## src/rtl/bitcnt_pkg.sv

```systemverilog
// rtl/bitcnt_pkg.sv - shared constants, CSR map and FSM state type for the popcount memory reader
package bitcnt_pkg;

    // Memory geometry and result width
    localparam int ADDR_W  = 10;
    localparam int DATA_W  = 64;
    localparam int CNT_W   = 17;
    localparam int LEN_W   = 11;
    localparam int LEN_MAX = 1024;
    localparam int POP_W   = 7;

    // CSR word offsets
    localparam logic [1:0] CSR_CTRL   = 2'd0;
    localparam logic [1:0] CSR_BASE   = 2'd1;
    localparam logic [1:0] CSR_LEN    = 2'd2;
    localparam logic [1:0] CSR_RESULT = 2'd3;

    // CTRL write bits
    localparam int CTRL_START_BIT = 0;
    localparam int CTRL_CLEAR_BIT = 1;
    localparam int CTRL_IRQEN_BIT = 2;

    // CTRL read bits
    localparam int CTRL_BUSY_BIT = 0;
    localparam int CTRL_DONE_BIT = 1;

    typedef enum logic [1:0] {
        IDLE  = 2'd0,
        RUN   = 2'd1,
        DRAIN = 2'd2,
        FIN   = 2'd3
    } state_t;

endpackage

```

## src/rtl/bitcnt_popcount64.sv

```systemverilog
// rtl/bitcnt_popcount64.sv - combinational 64-bit population count adder tree
//
// Ports:
//   i_data  in  64  word to count
//   o_count out 7   number of set bits (0..64)
module bitcnt_popcount64
    import bitcnt_pkg::*;
(
    input  logic [DATA_W-1:0] i_data,
    output logic [POP_W-1:0]  o_count
);

    logic [1:0] w_s1 [32];
    logic [2:0] w_s2 [16];
    logic [3:0] w_s3 [8];
    logic [4:0] w_s4 [4];
    logic [5:0] w_s5 [2];

    // Each level adds adjacent pairs, growing the width by one bit.
    for (genvar i = 0; i < 32; i++) begin : g_l1
        assign w_s1[i] = {1'b0, i_data[2*i]} + {1'b0, i_data[2*i+1]};
    end
    for (genvar i = 0; i < 16; i++) begin : g_l2
        assign w_s2[i] = {1'b0, w_s1[2*i]} + {1'b0, w_s1[2*i+1]};
    end
    for (genvar i = 0; i < 8; i++) begin : g_l3
        assign w_s3[i] = {1'b0, w_s2[2*i]} + {1'b0, w_s2[2*i+1]};
    end
    for (genvar i = 0; i < 4; i++) begin : g_l4
        assign w_s4[i] = {1'b0, w_s3[2*i]} + {1'b0, w_s3[2*i+1]};
    end
    for (genvar i = 0; i < 2; i++) begin : g_l5
        assign w_s5[i] = {1'b0, w_s4[2*i]} + {1'b0, w_s4[2*i+1]};
    end

    assign o_count = {1'b0, w_s5[0]} + {1'b0, w_s5[1]};

endmodule

```

## src/rtl/bitcnt_mem_reader.sv

```systemverilog
// rtl/bitcnt_mem_reader.sv - streams a window of on-chip memory and accumulates its total ones count
//
// Optional feature macro: BITCNT_MEM_READER_IRQ_EN (adds irq output and CTRL irq_enable bit).
//
// Ports:
//   clk, reset          clock and synchronous active-high reset
//   csr_*               register slave: 0 CTRL, 1 BASE, 2 LEN, 3 RESULT; readdata one cycle after read
//   mem_address         memory word address (wraps modulo depth)
//   mem_chipselect      high on each word-issue cycle only
//   mem_write/mem_clken tied 0 / 1
//   mem_readdata        memory q, valid the cycle after issue
//   irq                 (macro only) registered done & irq_enable
module bitcnt_mem_reader
    import bitcnt_pkg::*;
(
    input  logic              clk,
    input  logic              reset,
    input  logic [1:0]        csr_address,
    input  logic              csr_chipselect,
    input  logic              csr_write,
    input  logic              csr_read,
    input  logic [31:0]       csr_writedata,
    output logic [31:0]       csr_readdata,
    output logic [ADDR_W-1:0] mem_address,
    output logic              mem_chipselect,
    output logic              mem_write,
    output logic              mem_clken,
    input  logic [DATA_W-1:0] mem_readdata
`ifdef BITCNT_MEM_READER_IRQ_EN
    ,
    output logic              irq
`endif
);

    state_t             r_state;
    state_t             w_state_nxt;
    logic [ADDR_W-1:0]  r_base;
    logic [LEN_W-1:0]   r_len;
    logic [LEN_W-1:0]   r_idx;
    logic [ADDR_W-1:0]  r_mem_addr;
    logic [CNT_W-1:0]   r_result;
    logic               r_done;
    logic               r_rd_valid;
    logic [31:0]        r_readdata;

    logic               w_wr;
    logic               w_rd;
    logic               w_ctrl_wr;
    logic               w_start;
    logic               w_busy;
    logic               w_issue;
    logic [LEN_W-1:0]   w_len_in;
    logic [POP_W-1:0]   w_pop;
    logic [31:0]        w_ctrl_rd;
    logic [31:0]        w_rd_mux;
    logic               w_unused_bits;

    assign w_wr      = csr_chipselect & csr_write;
    assign w_rd      = csr_chipselect & csr_read;
    assign w_ctrl_wr = w_wr && (csr_address == CSR_CTRL);
    assign w_start   = w_ctrl_wr && csr_writedata[CTRL_START_BIT] && (r_state == IDLE);
    // FIN counts as busy: done only becomes visible once the FSM is back in IDLE.
    assign w_busy    = (r_state != IDLE);

    assign w_len_in = (csr_writedata[LEN_W-1:0] > LEN_W'(LEN_MAX)) ? LEN_W'(LEN_MAX)
                                                                   : csr_writedata[LEN_W-1:0];

    assign w_unused_bits = ^csr_writedata[31:LEN_W];

    bitcnt_popcount64 u_pop (
        .i_data  (mem_readdata),
        .o_count (w_pop)
    );

    always_comb begin
        w_state_nxt = r_state;
        w_issue     = 1'b0;
        case (r_state)
            IDLE: begin
                if (w_start) begin
                    w_state_nxt = (r_len != '0) ? RUN : FIN;
                end
            end
            RUN: begin
                w_issue = 1'b1;
                if (r_idx == (r_len - LEN_W'(1))) begin
                    w_state_nxt = DRAIN;
                end
            end
            DRAIN:   w_state_nxt = FIN;
            FIN:     w_state_nxt = IDLE;
            default: w_state_nxt = IDLE;
        endcase
    end

    always_ff @(posedge clk) begin
        if (reset) begin
            r_state <= IDLE;
        end else begin
            r_state <= w_state_nxt;
        end
    end

`ifdef BITCNT_MEM_READER_IRQ_EN
    logic r_irq_en;
    logic r_irq;

    always_ff @(posedge clk) begin
        if (reset) begin
            r_irq_en <= 1'b0;
            r_irq    <= 1'b0;
        end else begin
            if (w_ctrl_wr) begin
                r_irq_en <= csr_writedata[CTRL_IRQEN_BIT];
            end
            r_irq <= r_done & r_irq_en;
        end
    end

    assign irq       = r_irq;
    assign w_ctrl_rd = {29'b0, r_irq_en, r_done, w_busy};
`else
    assign w_ctrl_rd = {30'b0, r_done, w_busy};
`endif

    always_comb begin
        w_rd_mux = '0;
        case (csr_address)
            CSR_CTRL:   w_rd_mux = w_ctrl_rd;
            CSR_BASE:   w_rd_mux = {{(32-ADDR_W){1'b0}}, r_base};
            CSR_LEN:    w_rd_mux = {{(32-LEN_W){1'b0}}, r_len};
            CSR_RESULT: w_rd_mux = {{(32-CNT_W){1'b0}}, r_result};
            default:    w_rd_mux = '0;
        endcase
    end

    always_ff @(posedge clk) begin
        if (reset) begin
            r_base     <= '0;
            r_len      <= '0;
            r_idx      <= '0;
            r_mem_addr <= '0;
            r_result   <= '0;
            r_done     <= 1'b0;
            r_rd_valid <= 1'b0;
            r_readdata <= '0;
        end else begin
            r_rd_valid <= w_issue;

            if (w_start) begin
                r_result   <= '0;
                r_idx      <= '0;
                r_mem_addr <= r_base;
            end else begin
                if (w_issue) begin
                    r_idx      <= r_idx + LEN_W'(1);
                    r_mem_addr <= r_mem_addr + ADDR_W'(1);
                end
                if (r_rd_valid) begin
                    r_result <= r_result + CNT_W'(w_pop);
                end
            end

            // Start clears done even when the same write also requests a clear.
            if (w_start) begin
                r_done <= 1'b0;
            end else if (r_state == FIN) begin
                r_done <= 1'b1;
            end else if (w_ctrl_wr && csr_writedata[CTRL_CLEAR_BIT]) begin
                r_done <= 1'b0;
            end

            if (w_wr && !w_busy) begin
                if (csr_address == CSR_BASE) begin
                    r_base <= csr_writedata[ADDR_W-1:0];
                end
                if (csr_address == CSR_LEN) begin
                    r_len <= w_len_in;
                end
            end

            if (w_rd) begin
                r_readdata <= w_rd_mux;
            end
        end
    end

    assign csr_readdata   = r_readdata;
    assign mem_address    = r_mem_addr;
    assign mem_chipselect = w_issue;
    assign mem_write      = 1'b0;
    assign mem_clken      = 1'b1;

endmodule

```

## config.mk

```make
export PLATFORM = sky130hd
export DESIGN_NAME = bitcnt_mem_reader
export DESIGN_NICKNAME = d
export VERILOG_FILES = /design/src/rtl/bitcnt_pkg.sv /design/src/rtl/bitcnt_popcount64.sv /design/src/rtl/bitcnt_mem_reader.sv
export SDC_FILE = /design/constraint.sdc
export NUM_CORES = 1
export LEC_CHECK = 0
export ABC_CLOCK_PERIOD_IN_PS = 7340
export BUFFER_PORTS_ARGS = -buffer_cell sky130_fd_sc_hd__buf_2
export CELL_PAD_IN_SITES_DETAIL_PLACEMENT = 0
export CELL_PAD_IN_SITES_GLOBAL_PLACEMENT = 1
export CORE_ASPECT_RATIO = 0.9
export CORE_UTILIZATION = 38
export CTS_BUF_LIST = sky130_fd_sc_hd__clkbuf_2
export CTS_CLUSTER_DIAMETER = 50
export DETAILED_ROUTE_END_ITERATION = 10
export HOLD_SLACK_MARGIN = 0.08
export PLACE_DENSITY = 0.88
export SLEW_MARGIN = 20
export SYNTH_ARGS = -nofsm -noshare
export SYNTH_HDL_FRONTEND = slang
export SYNTH_HIERARCHICAL = 1
export SYNTH_SLANG_ARGS = --single-unit
```

## constraint.sdc

```tcl
create_clock -name clk -period 7.34 [get_ports clk]
set_input_delay 0.367 -clock clk [delete_from_list [all_inputs] [get_ports clk]]
set_output_delay 0.367 -clock clk [all_outputs]
set_load 0.05 [all_outputs]
```

==> run metrics <==
Post-CTS Resized=0; Clock Sinks=80; RD Place Congestion=0.791; synth top area cells=dfxtp_1 27%, fa_1 18%, ha_1 6.3%; max cap viols=0; placed instance count=946; max incr delay on CP=540 ps; Seq cells post-synth=80; initial antenna violation count=0; # rows=43; Die ar.=0.0163 sq mm; Clock Skew=28.6 ps; asr flop ratio synth=0%; Fmax=0.147 GHz; Setup-failing EPs final=0; FF-to-FF Start=r_len[0]; Nets=952; Hold Slack=164 ps; first-pass GRT wire length=21000 um; Syn Area/Cell=9.12 sq um; post-synthesis sequential area ratio=26.7%; Yosys top cell by area=dfxtp_1; Post-Syn Instances=657; max_slew headroom=45.3%; Setup CP Type=input port to flop; IO Pins=148; drt wl/cell=12.6 um; drc violations=0; CTS tree=done; flop2flop setup slack=4740 ps; FF/Latch Area=0.00160 sq mm; clock root buffer=clkbuf_2; fill cell count=1536; Cell variety after synth=60; endpoints failing hold=0; Post-DP Area=0.00667 sq mm; CP Launch Type=input port; CTS clk-pin slew, worst paths=260 ps; Vias=4712; status=finished, final reports clean; vias per inst=4.85; RSZ-0062 raised after global routing=no; reg2reg path depth=8; GRT Overall Usage=15.9%; post-route ant nets=0; Layout Cells excl Fill=971; CP bufs+invs=8; drt pass-1 iters=4; post-synth top area share=26.7%; Hold WC Path Type=input port to flop; Die Y-Extent=121 um; clock tree buffer depth=2; Starting Density=38.9%; Primary FF master, synth=dfxtp_1; Clk Latency, worst-skew pair=550 ps; worst hold path endpoint=csr_readdata[10]; R2R Path End=r_state[1]; CTS H-tree lvls=3; vias in the first global route=4508; core region area=0.0154 sq mm; Synth-to-Final Area Change=15.0%; post-route minimum period=6790 ps; PortBufs=109; Synth Cell Area=0.00599 sq mm; largest net degree at the start of global routing=56; CTS buffer count=9; setup TNS=0 ps; share of layout cells above drive strength 1=19.8%; hold wc startpoint=csr_address[1]; Overflow after GRT=0; CP top delay family=adder cells; DP HPWL=9560 um; Starting DRT DRC Count=264; most frequent cells in the layout=109 x buf_2, 93 x inv_1, 80 x dfxtp_1; Max FO, Critical Path=10; final worst path period share=92.5%; Worst EP arrival=7280 ps; synthesis warning total=6; footprint of the multi-input gates=0.00386 sq mm; Die X=134 um; EDFF count, synth=0; commonest non-fill, non-tap cell in the layout=buf_2; most frequent CP cell=fa_1; Final Max Slew Viols=0; ant diodes=0; CP max stage cell=fa_1; endpoint class of the critical path=flop; WL final=12300 um; Hold Path Cell Cnt=3; actual slew at the worst max-slew pin=818 ps; post-route design area=0.00689 sq mm; Worst Path Required=7830 ps
-- cell usage after synthesis, types with 5 or more instances --
| cell type | instances |
|---|---|
| nor2_1 | 79 |
| a221oi_1 | 8 |
| a211oi_1 | 13 |
| clkbuf_1 | 26 |
| or4_1 | 6 |
| xnor2_1 | 24 |
| mux2_2 | 10 |
| nor3_1 | 16 |
| ha_1 | 30 |
| a21oi_1 | 27 |
| and3_1 | 6 |
| nor4_1 | 6 |
| nand2_1 | 17 |
| a22oi_1 | 9 |
| nor3b_1 | 8 |
| fa_1 | 55 |
| buf_4 | 17 |
| mux2i_1 | 19 |
| nand4_1 | 9 |
| inv_1 | 93 |
| dfxtp_1 | 80 |
| o21ai_0 | 7 |
| xor2_1 | 19 |
| nand3_1 | 12 |
| o31ai_1 | 5 |
-- worst max-delay path by stage --
| stage | from | cells after the start | endpoint |
|---|---|---|---|
| finish | mem_readdata[17] | 25 | r_result[13] |
| global route | mem_readdata[17] | 25 | r_result[13] |
| CTS | mem_readdata[17] | 25 | r_result[13] |
| detailed placement | mem_readdata[17] | 25 | r_result[16] |
| global placement | mem_readdata[17] | 25 | r_result[16] |
| floorplan | mem_readdata[53] | 24 | r_result[16] |
-- sequential cells by signal (all words and copies together), names as in the netlist --
signal / cells
r_rd_valid: 1
r_done: 1
r_result: 17
r_base: 10
r_state: 2
r_idx: 11
r_len: 11
mem_address: 10
csr_readdata: 17
-- cell type report --
cell class	count	share of cell area [%]
repair buffers	126	10.1
clock inverters	7	1.24
inverters	93	5.07
well taps	202	3.67
multi-input cells	454	56.0
flip-flops and latches	80	23.3
clock buffers	9	0.654
-- timing repair --
| item | in CTS | in global routing |
|---|---|---|
| buffers inserted | 0 | 0 |
| hold buffers | 9 | 0 |
| hold endpoints to repair | 12 | 0 |
-- per-layer routing --
layer | vias to the layer above | track usage, % | wire, um
met5 | - | 0 | 0
li1 | 2378 | - | -
met2 | 99 | 26.3 | 5740
met3 | 7 | 3.55 | 532
met1 | 2228 | 21.5 | 5900
met4 | 0 | 2.88 | 94
-- metrics by stage --
step | utilization, % | worst slack (ps)
global route | 44.8 | 262
detailed placement | 43.3 | -89.8
CTS | 44.8 | 528
finish | 44.8 | 548
floorplan | - | 202
global placement | 43.3 | -22.2
-- worst min-delay path: stages --
cell	delay, ps
buf_2	190
nand3_1	100
a21oi_1	60
-- cells by family (layout without fill, tap and decap cells) --
kind of cell	after synthesis	count (layout)	share of synthesized area, %
xor gates and xnor gates	43	43	6.29
and+or+nand+nor	184	184	15.5
AOI/OAI and AO/OA	93	93	10.8
muxes	32	32	6.06
other	2	17	0.125
DFF	80	80	26.7
adders and majority gates	85	85	24.7
buffers and inverters	138	235	9.84
Power is not shown: default switching activity piles up to over one toggle a cycle in this logic, so the estimate is an artifact.
